`src/rtl/ets_sweep_core.sv`:
```
// ets_sweep_core: equivalent-time-sampling sweep engine.
// Steps the MMCM phase through num_steps positions. At each position it waits for a trigger
// rising edge and sums each 1-bit probe over `average` cycles. The per-channel sums are then
// streamed out, and the phase can optionally be rewound to origin when the sweep ends.
module ets_sweep_core #(
  parameter int unsigned NUM_CH     = 4,
  parameter int unsigned ACC_W      = 32,
  parameter int unsigned STEP_W     = 10,
  parameter int unsigned PS_TIMEOUT = 1023
) (
  input  logic                    i_clk,
  input  logic                    i_reset,
  input  logic                    i_en,
  input  logic                    i_abort,
  input  logic [ACC_W-1:0]        i_average,
  input  logic [STEP_W-1:0]       i_num_steps,
  input  logic                    i_cont_mode,
  input  logic                    i_rewind,
  input  logic [NUM_CH-1:0]       i_data_in,
  input  logic                    i_trigger,
  output logic [NUM_CH*ACC_W-1:0] o_m_data,
  output logic [STEP_W-1:0]       o_m_step,
  output logic                    o_m_last,
  output logic                    o_m_valid,
  input  logic                    i_m_ready,
  output logic                    o_ps_en,
  output logic                    o_ps_incdec,
  output logic                    o_ps_clk,
  input  logic                    i_ps_done,
  output logic                    o_busy,
  output logic                    o_ps_err
);

  localparam int unsigned OFF_W = STEP_W + 1;
  localparam int unsigned TMR_W = $clog2(PS_TIMEOUT + 1);

  typedef enum logic [2:0] {
    StIdle,
    StArm,
    StAccum,
    StOutput,
    StPsReq,
    StPsWait,
    StRwReq,
    StRwWait
  } state_e;

  state_e                         r_state;
  state_e                         w_state_next;

  // Sweep configuration, frozen for the duration of a sweep
  logic [ACC_W-1:0]               r_avg;
  logic [STEP_W-1:0]              r_nsteps;
  logic                           r_cont;
  logic                           r_rewind;

  logic                           r_trig_q;
  logic                           r_en_q;
  logic [STEP_W-1:0]              r_step;
  logic [OFF_W-1:0]               r_offset;
  logic [ACC_W-1:0]               r_cnt;
  logic [TMR_W-1:0]               r_timer;
  logic [NUM_CH-1:0][ACC_W-1:0]   r_acc;
  logic                           r_abort_pend;
  logic                           r_ps_err;

  logic                           w_edge;
  logic                           w_abort_any;
  logic                           w_last_step;
  logic                           w_rw_ok;
  logic                           w_avg_done;
  logic                           w_single;
  logic                           w_timeout;
  logic                           w_ps_timeout;
  logic                           w_restart;
  state_e                         w_abort_dest;

  assign w_edge       = i_trigger & ~r_trig_q;
  assign w_abort_any  = i_abort | r_abort_pend;
  assign w_last_step  = (r_step == (r_nsteps - STEP_W'(1)));
  assign w_rw_ok      = r_rewind && (r_offset != '0);
  assign w_avg_done   = (r_cnt == (r_avg - ACC_W'(1)));
  assign w_single     = (r_avg == ACC_W'(1));
  assign w_timeout    = (r_timer == TMR_W'(PS_TIMEOUT - 1));
  assign w_ps_timeout = ((r_state == StPsWait) || (r_state == StRwWait)) && !i_ps_done &&
                        w_timeout;
  // Abort from a capture state unwinds the phase only if it has moved
  assign w_abort_dest = w_rw_ok ? StRwReq : StIdle;
  // Continuous-mode restart begins a fresh sweep at step 0
  assign w_restart    = (w_state_next == StArm) &&
                        ((r_state == StOutput) || (r_state == StRwWait));

  assign o_m_data = r_acc;
  assign o_m_step = r_step;
  assign o_ps_clk = i_clk;
  assign o_ps_err = r_ps_err;

  // State register
  always_ff @(posedge i_clk) begin
    if (i_reset) begin
      r_state <= StIdle;
    end else begin
      r_state <= w_state_next;
    end
  end

  // Next-state logic
  always_comb begin
    w_state_next = r_state;
    case (r_state)
      StIdle: begin
        if (i_en) w_state_next = StArm;
      end
      StArm: begin
        if (i_abort) begin
          w_state_next = w_abort_dest;
        end else if (w_edge) begin
          // The edge cycle is sample 0, so a one-sample average is already complete
          w_state_next = w_single ? StOutput : StAccum;
        end
      end
      StAccum: begin
        if (i_abort) begin
          w_state_next = w_abort_dest;
        end else if (w_avg_done) begin
          w_state_next = StOutput;
        end
      end
      StOutput: begin
        if (i_abort) begin
          w_state_next = w_abort_dest;
        end else if (i_m_ready) begin
          if (!w_last_step) begin
            w_state_next = StPsReq;
          end else if (w_rw_ok) begin
            w_state_next = StRwReq;
          end else if (r_cont) begin
            w_state_next = StArm;
          end else begin
            w_state_next = StIdle;
          end
        end
      end
      StPsReq: begin
        w_state_next = StPsWait;
      end
      StPsWait: begin
        if (i_ps_done) begin
          // Offset is nonzero after this increment, so rewind always has work to do
          if (w_abort_any) begin
            w_state_next = r_rewind ? StRwReq : StIdle;
          end else begin
            w_state_next = StArm;
          end
        end else if (w_timeout) begin
          w_state_next = StIdle;
        end
      end
      StRwReq: begin
        w_state_next = StRwWait;
      end
      StRwWait: begin
        if (i_ps_done) begin
          if (r_offset == OFF_W'(1)) begin
            w_state_next = (r_cont && !w_abort_any) ? StArm : StIdle;
          end else begin
            w_state_next = StRwReq;
          end
        end else if (w_timeout) begin
          w_state_next = StIdle;
        end
      end
      default: begin
        w_state_next = StIdle;
      end
    endcase
  end

  // Output decode from current state
  always_comb begin
    o_m_valid   = 1'b0;
    o_m_last    = 1'b0;
    o_ps_en     = 1'b0;
    o_ps_incdec = 1'b0;
    o_busy      = (r_state != StIdle);
    case (r_state)
      StOutput: begin
        o_m_valid = 1'b1;
        o_m_last  = w_last_step;
      end
      StPsReq: begin
        o_ps_en     = 1'b1;
        o_ps_incdec = 1'b1;
      end
      StRwReq: begin
        o_ps_en = 1'b1;
      end
      default: begin
      end
    endcase
  end

  // Datapath: configuration latch, accumulators, step/offset counters, timeout and error flag
  always_ff @(posedge i_clk) begin
    if (i_reset) begin
      r_avg        <= '0;
      r_nsteps     <= '0;
      r_cont       <= 1'b0;
      r_rewind     <= 1'b0;
      r_trig_q     <= 1'b0;
      r_en_q       <= 1'b0;
      r_step       <= '0;
      r_offset     <= '0;
      r_cnt        <= '0;
      r_timer      <= '0;
      r_acc        <= '0;
      r_abort_pend <= 1'b0;
      r_ps_err     <= 1'b0;
    end else begin
      r_trig_q <= i_trigger;
      r_en_q   <= i_en;

      if (w_ps_timeout) begin
        r_ps_err <= 1'b1;
      end else if (i_en && !r_en_q) begin
        r_ps_err <= 1'b0;
      end

      if ((r_state == StPsWait) || (r_state == StRwWait)) begin
        r_timer <= r_timer + TMR_W'(1);
      end else begin
        r_timer <= '0;
      end

      // Remember an abort so a shift in flight can finish before it takes effect
      if (i_abort && (r_state != StIdle)) begin
        r_abort_pend <= 1'b1;
      end

      case (r_state)
        StIdle: begin
          if (i_en) begin
            r_avg        <= (i_average == '0) ? ACC_W'(1) : i_average;
            r_nsteps     <= (i_num_steps == '0) ? STEP_W'(1) : i_num_steps;
            r_cont       <= i_cont_mode;
            r_rewind     <= i_rewind;
            r_step       <= '0;
            r_offset     <= '0;
            r_abort_pend <= 1'b0;
          end
        end
        StArm: begin
          r_cnt <= ACC_W'(1);
          for (int unsigned c = 0; c < NUM_CH; c++) begin
            r_acc[c] <= w_edge ? ACC_W'(i_data_in[c]) : '0;
          end
        end
        StAccum: begin
          r_cnt <= r_cnt + ACC_W'(1);
          for (int unsigned c = 0; c < NUM_CH; c++) begin
            r_acc[c] <= r_acc[c] + ACC_W'(i_data_in[c]);
          end
        end
        StPsWait: begin
          if (i_ps_done) begin
            r_offset <= r_offset + OFF_W'(1);
            r_step   <= r_step + STEP_W'(1);
          end
        end
        StRwWait: begin
          if (i_ps_done) begin
            r_offset <= r_offset - OFF_W'(1);
          end
        end
        default: begin
        end
      endcase

      if (w_restart) begin
        r_step <= '0;
      end
    end
  end

endmodule
```
`config.mk`:
```
export PLATFORM = sky130hd
export DESIGN_NAME = ets_sweep_core
export DESIGN_NICKNAME = d
export VERILOG_FILES = /design/src/rtl/ets_sweep_core.sv
export SDC_FILE = /design/constraint.sdc
export NUM_CORES = 1
export LEC_CHECK = 0
export ABC_AREA = 1
export CAP_MARGIN = 20
export CORE_UTILIZATION = 51
export CTS_BUF_LIST = sky130_fd_sc_hd__clkbuf_8
export CTS_CLUSTER_SIZE = 30
export DETAILED_ROUTE_END_ITERATION = 8
export HOLD_SLACK_MARGIN = 0.12
export PLACE_DENSITY_LB_ADDON = 0.12
export REMOVE_ABC_BUFFERS = 1
export SYNTH_ARGS = -nofsm -noshare
export SYNTH_HDL_FRONTEND = slang
export SYNTH_SLANG_ARGS = --single-unit
```
`constraint.sdc`:
```
create_clock -name i_clk -period 2.4 [get_ports i_clk]
set_clock_uncertainty 0.15 [all_clocks]
set_input_delay 0.48 -clock i_clk [delete_from_list [all_inputs] [get_ports i_clk]]
set_output_delay 0.48 -clock i_clk [all_outputs]
set_load 0.05 [all_outputs]
```
==> metrics.md <==
| Metric | Value |
|---|---|
| ANT cells | `0` |
| Placer congestion estimate | `0.9207` |
| Combinational share of power | `22.4%` |
| Layout area overhead | `43.95%` |
| Die W | `168.7 um` |
| Final HPWL DP | `30.89 mm` |
| Critical path class | `flop to primary output` |
| Synth async-reset ratio | `0%` |
| CP cell instances | `inv_4 > ha_4 > xnor2_2 > nor2_1 > nand3_1 > nor2_1 > nand3_1 > nor2_2 > nand2_1 > nor3_2 > buf_4 > buf_12` |
| Vias in the first global route | `14780` |
| Gate Count Post-Synth | `2164` |
| Leak | `0.008437 uW` |
| Seq pwr share | `38.9%` |
| Clock Power Share | `38.7%` |
| Slowest CP cell | `dfxtp_2` |
| Fillers | `2122` |
| Area of the multi-input gates | `9201 um2` |
| Hold Path Origin | `i_average[12]` |
| Worst vdd ir | `0.6091 mV` |
| First-pass GRT wire length | `71.78 mm` |
| Post-synth EDFFs | `0` |
| Psw | `3543 uW` |
| Port-buffer cells | `199` |
| CTS tree | `built` |
| Overall power | `11070 uW` |
| RSZ-0062 raised after global routing | `true` |
| Post-synthesis adder-cell area fraction | `1.588%` |
| Total internal power | `7531 uW` |
| Family with the most delay on the worst path | `simple AND/OR/NAND/NOR gates` |
| Rows | `60` |
| Layout cell share with drive strength beyond 1 | `24.89%` |
| Via density | `5.490` |
| Crit-path max FO | `3` |
| Simple-Gate Fraction of Synth Area | `35.47%` |
| Primary FF master, synth | `dfxtp_1` |
| Proportion of synthesized area in mux cells | `0%` |
| Total core area | `27100 um2` |
| Sw Ratio | `32.00%` |
| Drc violations | `0` |
| Crit. End Element | `primary output` |
| Final worst path period share | `125.0%` |
| Largest net degree at the start of global routing | `119` |
| Max-cap violations | `0` |
| Max stage delay on crit path | `0.34 ns` |
| Grt ovf | `0` |
| Drt total wl | `47.15 mm` |
| PwrDens | `542.5 nW/um2` |
| Compound-gate portion of the synthesized area | `17.29%` |
| Post-synthesis cell area | `14180 um2` |
| Seq/Total Area, Yosys | `34.17%` |
| Flops & latches, synth | `242` |
| DR vias | `16490` |
| CTS clock-pin slew for the worst setup and hold paths | `0.06 ns` |
| Top-level I/O count | `200` |
| TritonRoute pass-1 iters | `8` |
| Die ar. | `28470 um2` |
| Post-DP Area | `17910 um2` |
| Detail Route Antenna Nets | `0` |
| Slack of the critical path | `-0.5999 ns` |
| Bufs and invs on worst path | `3` |
| Initial antenna violation count | `0` |
| Starting density of the core | `52.32%` |
| Synth cell types | `64` |
| Min Tclk post-route | `3.000 ns` |
| Initial DRC Count | `1061` |
| Clk Latency, worst-skew pair | `0.69 ns` |
| CP Launch Type | `flop` |
| Max-slew violations | `0` |
| Max Fclk | `333.3 MHz` |
| Status | `complete, but fails checks` |
| HP Class | `input pin to flop` |
| Final Hold Viols | `0` |
| Mean post-synth cell area | `6.553 um2` |
| Core Util, Final | `75.32%` |
| Synth warnings | `0` |
| Failing checks | `setup timing` |
| Total GRT Usage | `30.52%` |
| Largest family of logic cells by synthesized area | `simple AND/OR/NAND/NOR gates` |
| Finished Cell Area | `20410 um2` |
| Critical R2R Launch | `o_m_data[96]` |
| Post-synthesis xor/xnor area fraction | `2.444%` |
| Pin slew with the least headroom to its limit | `0.8123 ns` |
| CP startpoint | `r_nsteps[1]` |
| Max transition margin | `45.85%` |
| Die height | `168.7 um` |
| WL per Instance | `15.70 um` |
| Seq. cell area | `4893 um2` |
| Crit path DAT | `2.37 ns` |
| Number of nets in the layout | `2675` |
| # setup viols final | `23` |
| Crit path required time | `1.77 ns` |
## metrics by stage
stage,hold WS [ns],worst slack [ns],setup TNS (ns),cells
global placement,0.2944,-0.7601,-37.21,2863
finish,0.2205,-0.5999,-3.184,3004
floorplan,0.2797,-0.8539,-51.15,2095
detailed placement,0.3046,-0.8465,-42.69,2863
global route,0.2206,-0.8063,-8.241,3004
CTS,0.2105,-0.7143,-8.287,2965
## logic make-up after synthesis
group                      Yosys count
and+or+nand+nor                   1113
AOI/OAI and AO/OA                  418
buffers and inverters              335
DFF                                242
xor gates and xnor gates            38
adders and majority gates           18
## synthesized netlist by cell type, types with 3 or more instances
cell type	count	area (um2)
clkbuf_1	52	195.2
xor2_1	19	166.4
nor4_1	27	168.9
and2_1	3	18.77
inv_2	7	26.28
o31ai_1	3	22.52
dfxtp_1	242	4845
a22oi_1	12	90.09
nor4b_1	3	26.28
a21oi_1	153	765.7
nor2_1	252	945.9
buf_4	3	22.52
buf_1	11	41.29
nor3b_1	3	22.52
o311a_1	4	40.04
a31oi_1	9	56.30
nand2_4	4	45.04
clkinv_1	3	11.26
nor2_4	5	56.30
xnor2_1	18	157.7
o21ai_0	126	630.6
a32oi_1	3	26.28
nand3b_1	4	30.03
nand2_2	3	18.77
nor3_2	8	80.08
nand4_1	44	275.3
nand3_1	126	630.6
nand2_1	511	1918
nor2_2	26	162.7
a211oi_1	57	427.9
ha_1	18	225.2
inv_1	254	953.4
nor3_1	66	330.3
nor4_2	3	37.54
o21ai_1	7	35.03
o22ai_1	9	56.30
or2_2	8	50.05
nand3_2	6	60.06
and3_1	3	18.77
a221oi_1	7	61.31
a311oi_1	8	70.07
o21bai_1	6	45.04
## sequential cells by signal, indices dropped and copies added (netlist names)
| name | cells |
|---|---|
| r_abort_pend | 1 |
| r_trig_q | 1 |
| o_ps_err | 1 |
| r_timer | 10 |
| r_cnt | 32 |
| r_cont | 1 |
| r_avg | 32 |
| r_nsteps | 10 |
| r_en_q | 1 |
| o_m_step | 10 |
| o_m_data | 128 |
| r_offset | 11 |
| r_state | 3 |
| r_rewind | 1 |
## tightest hold or removal path: cells and delay by family
family                 cells  cell delay, ns
AOI/OAI and AO/OA          1            0.05
buffers and inverters      2            0.47
## cell type report
type | instances | area share, %
well taps | 372 | 2.280
flip-flops and latches | 242 | 23.97
inverters | 266 | 4.965
multi-input cells | 1588 | 45.08
clock buffers | 61 | 4.101
clock inverters | 19 | 0.6068
repair buffers | 456 | 19.00
## final timing paths
path,to,slack [ns],cells past startpoint
max,o_m_last,-0.60,12
max reg2reg,o_m_data[116],-0.25,17
min,r_avg[12],0.22,3
min reg2reg,r_timer[0],0.32,1
## routing by layer
metal / track usage (%) / up-vias / wire length [um]
li1: - / 8109 / -
met1: 39.41 / 7660 / 20330
met4: 8.933 / 0 / 1068
met3: 7.482 / 102 / 3771
met2: 50.27 / 622 / 21980
met5: 0 / - / 0
## timing repair
| item | 4_1_cts | 5_1_grt |
|---|---|---|
| hold buffers | 1 | 1 |
| buffers inserted | 21 | 50 |
| gates resized for setup | 181 | 329 |
| pin swaps | 14 | 99 |
| cloned | 1 | 0 |
| setup endpoints to repair | 167 | 90 |
| endpoints found under the hold margin | 14 | 1 |
## layout by cell type (no fill, tap or decap), types with 8 or more instances in the layout
cell type / instances
clkdlybuf4s50_1: 51
nor2_2: 52
buf_12: 8
o22ai_1: 9
nor4_1: 21
xor2_1: 17
a211oi_1: 52
nand3_2: 22
a31oi_1: 9
ha_4: 11
inv_2: 12
clkbuf_2: 9
nor3_1: 55
dlygate4sd2_1: 119
dfxtp_1: 213
clkbuf_8: 60
nor3_2: 12
buf_6: 18
nand4_1: 44
nand2_2: 43
nand3_1: 105
buf_4: 241
xnor2_1: 17
nor2_4: 44
a21oi_1: 151
a311oi_1: 8
dfxtp_2: 24
a22oi_1: 12
o21ai_0: 112
nor4_4: 8
nand2_1: 462
nor2_1: 187
nand2_4: 13
inv_1: 255
o21ai_1: 15
## power by group through the flow
stage,clock [uW],sequential [uW],combinational [uW]
2_1_floorplan,0,4360,1130
3_3_place_gp,96.1,4340,2100
3_5_place_dp,96.1,4340,2120
4_1_cts,4330,4260,2200
5_1_grt,4540,4310,2690
6_report,4290,4300,2480
Note: power is estimated with default switching activity, not from simulation.
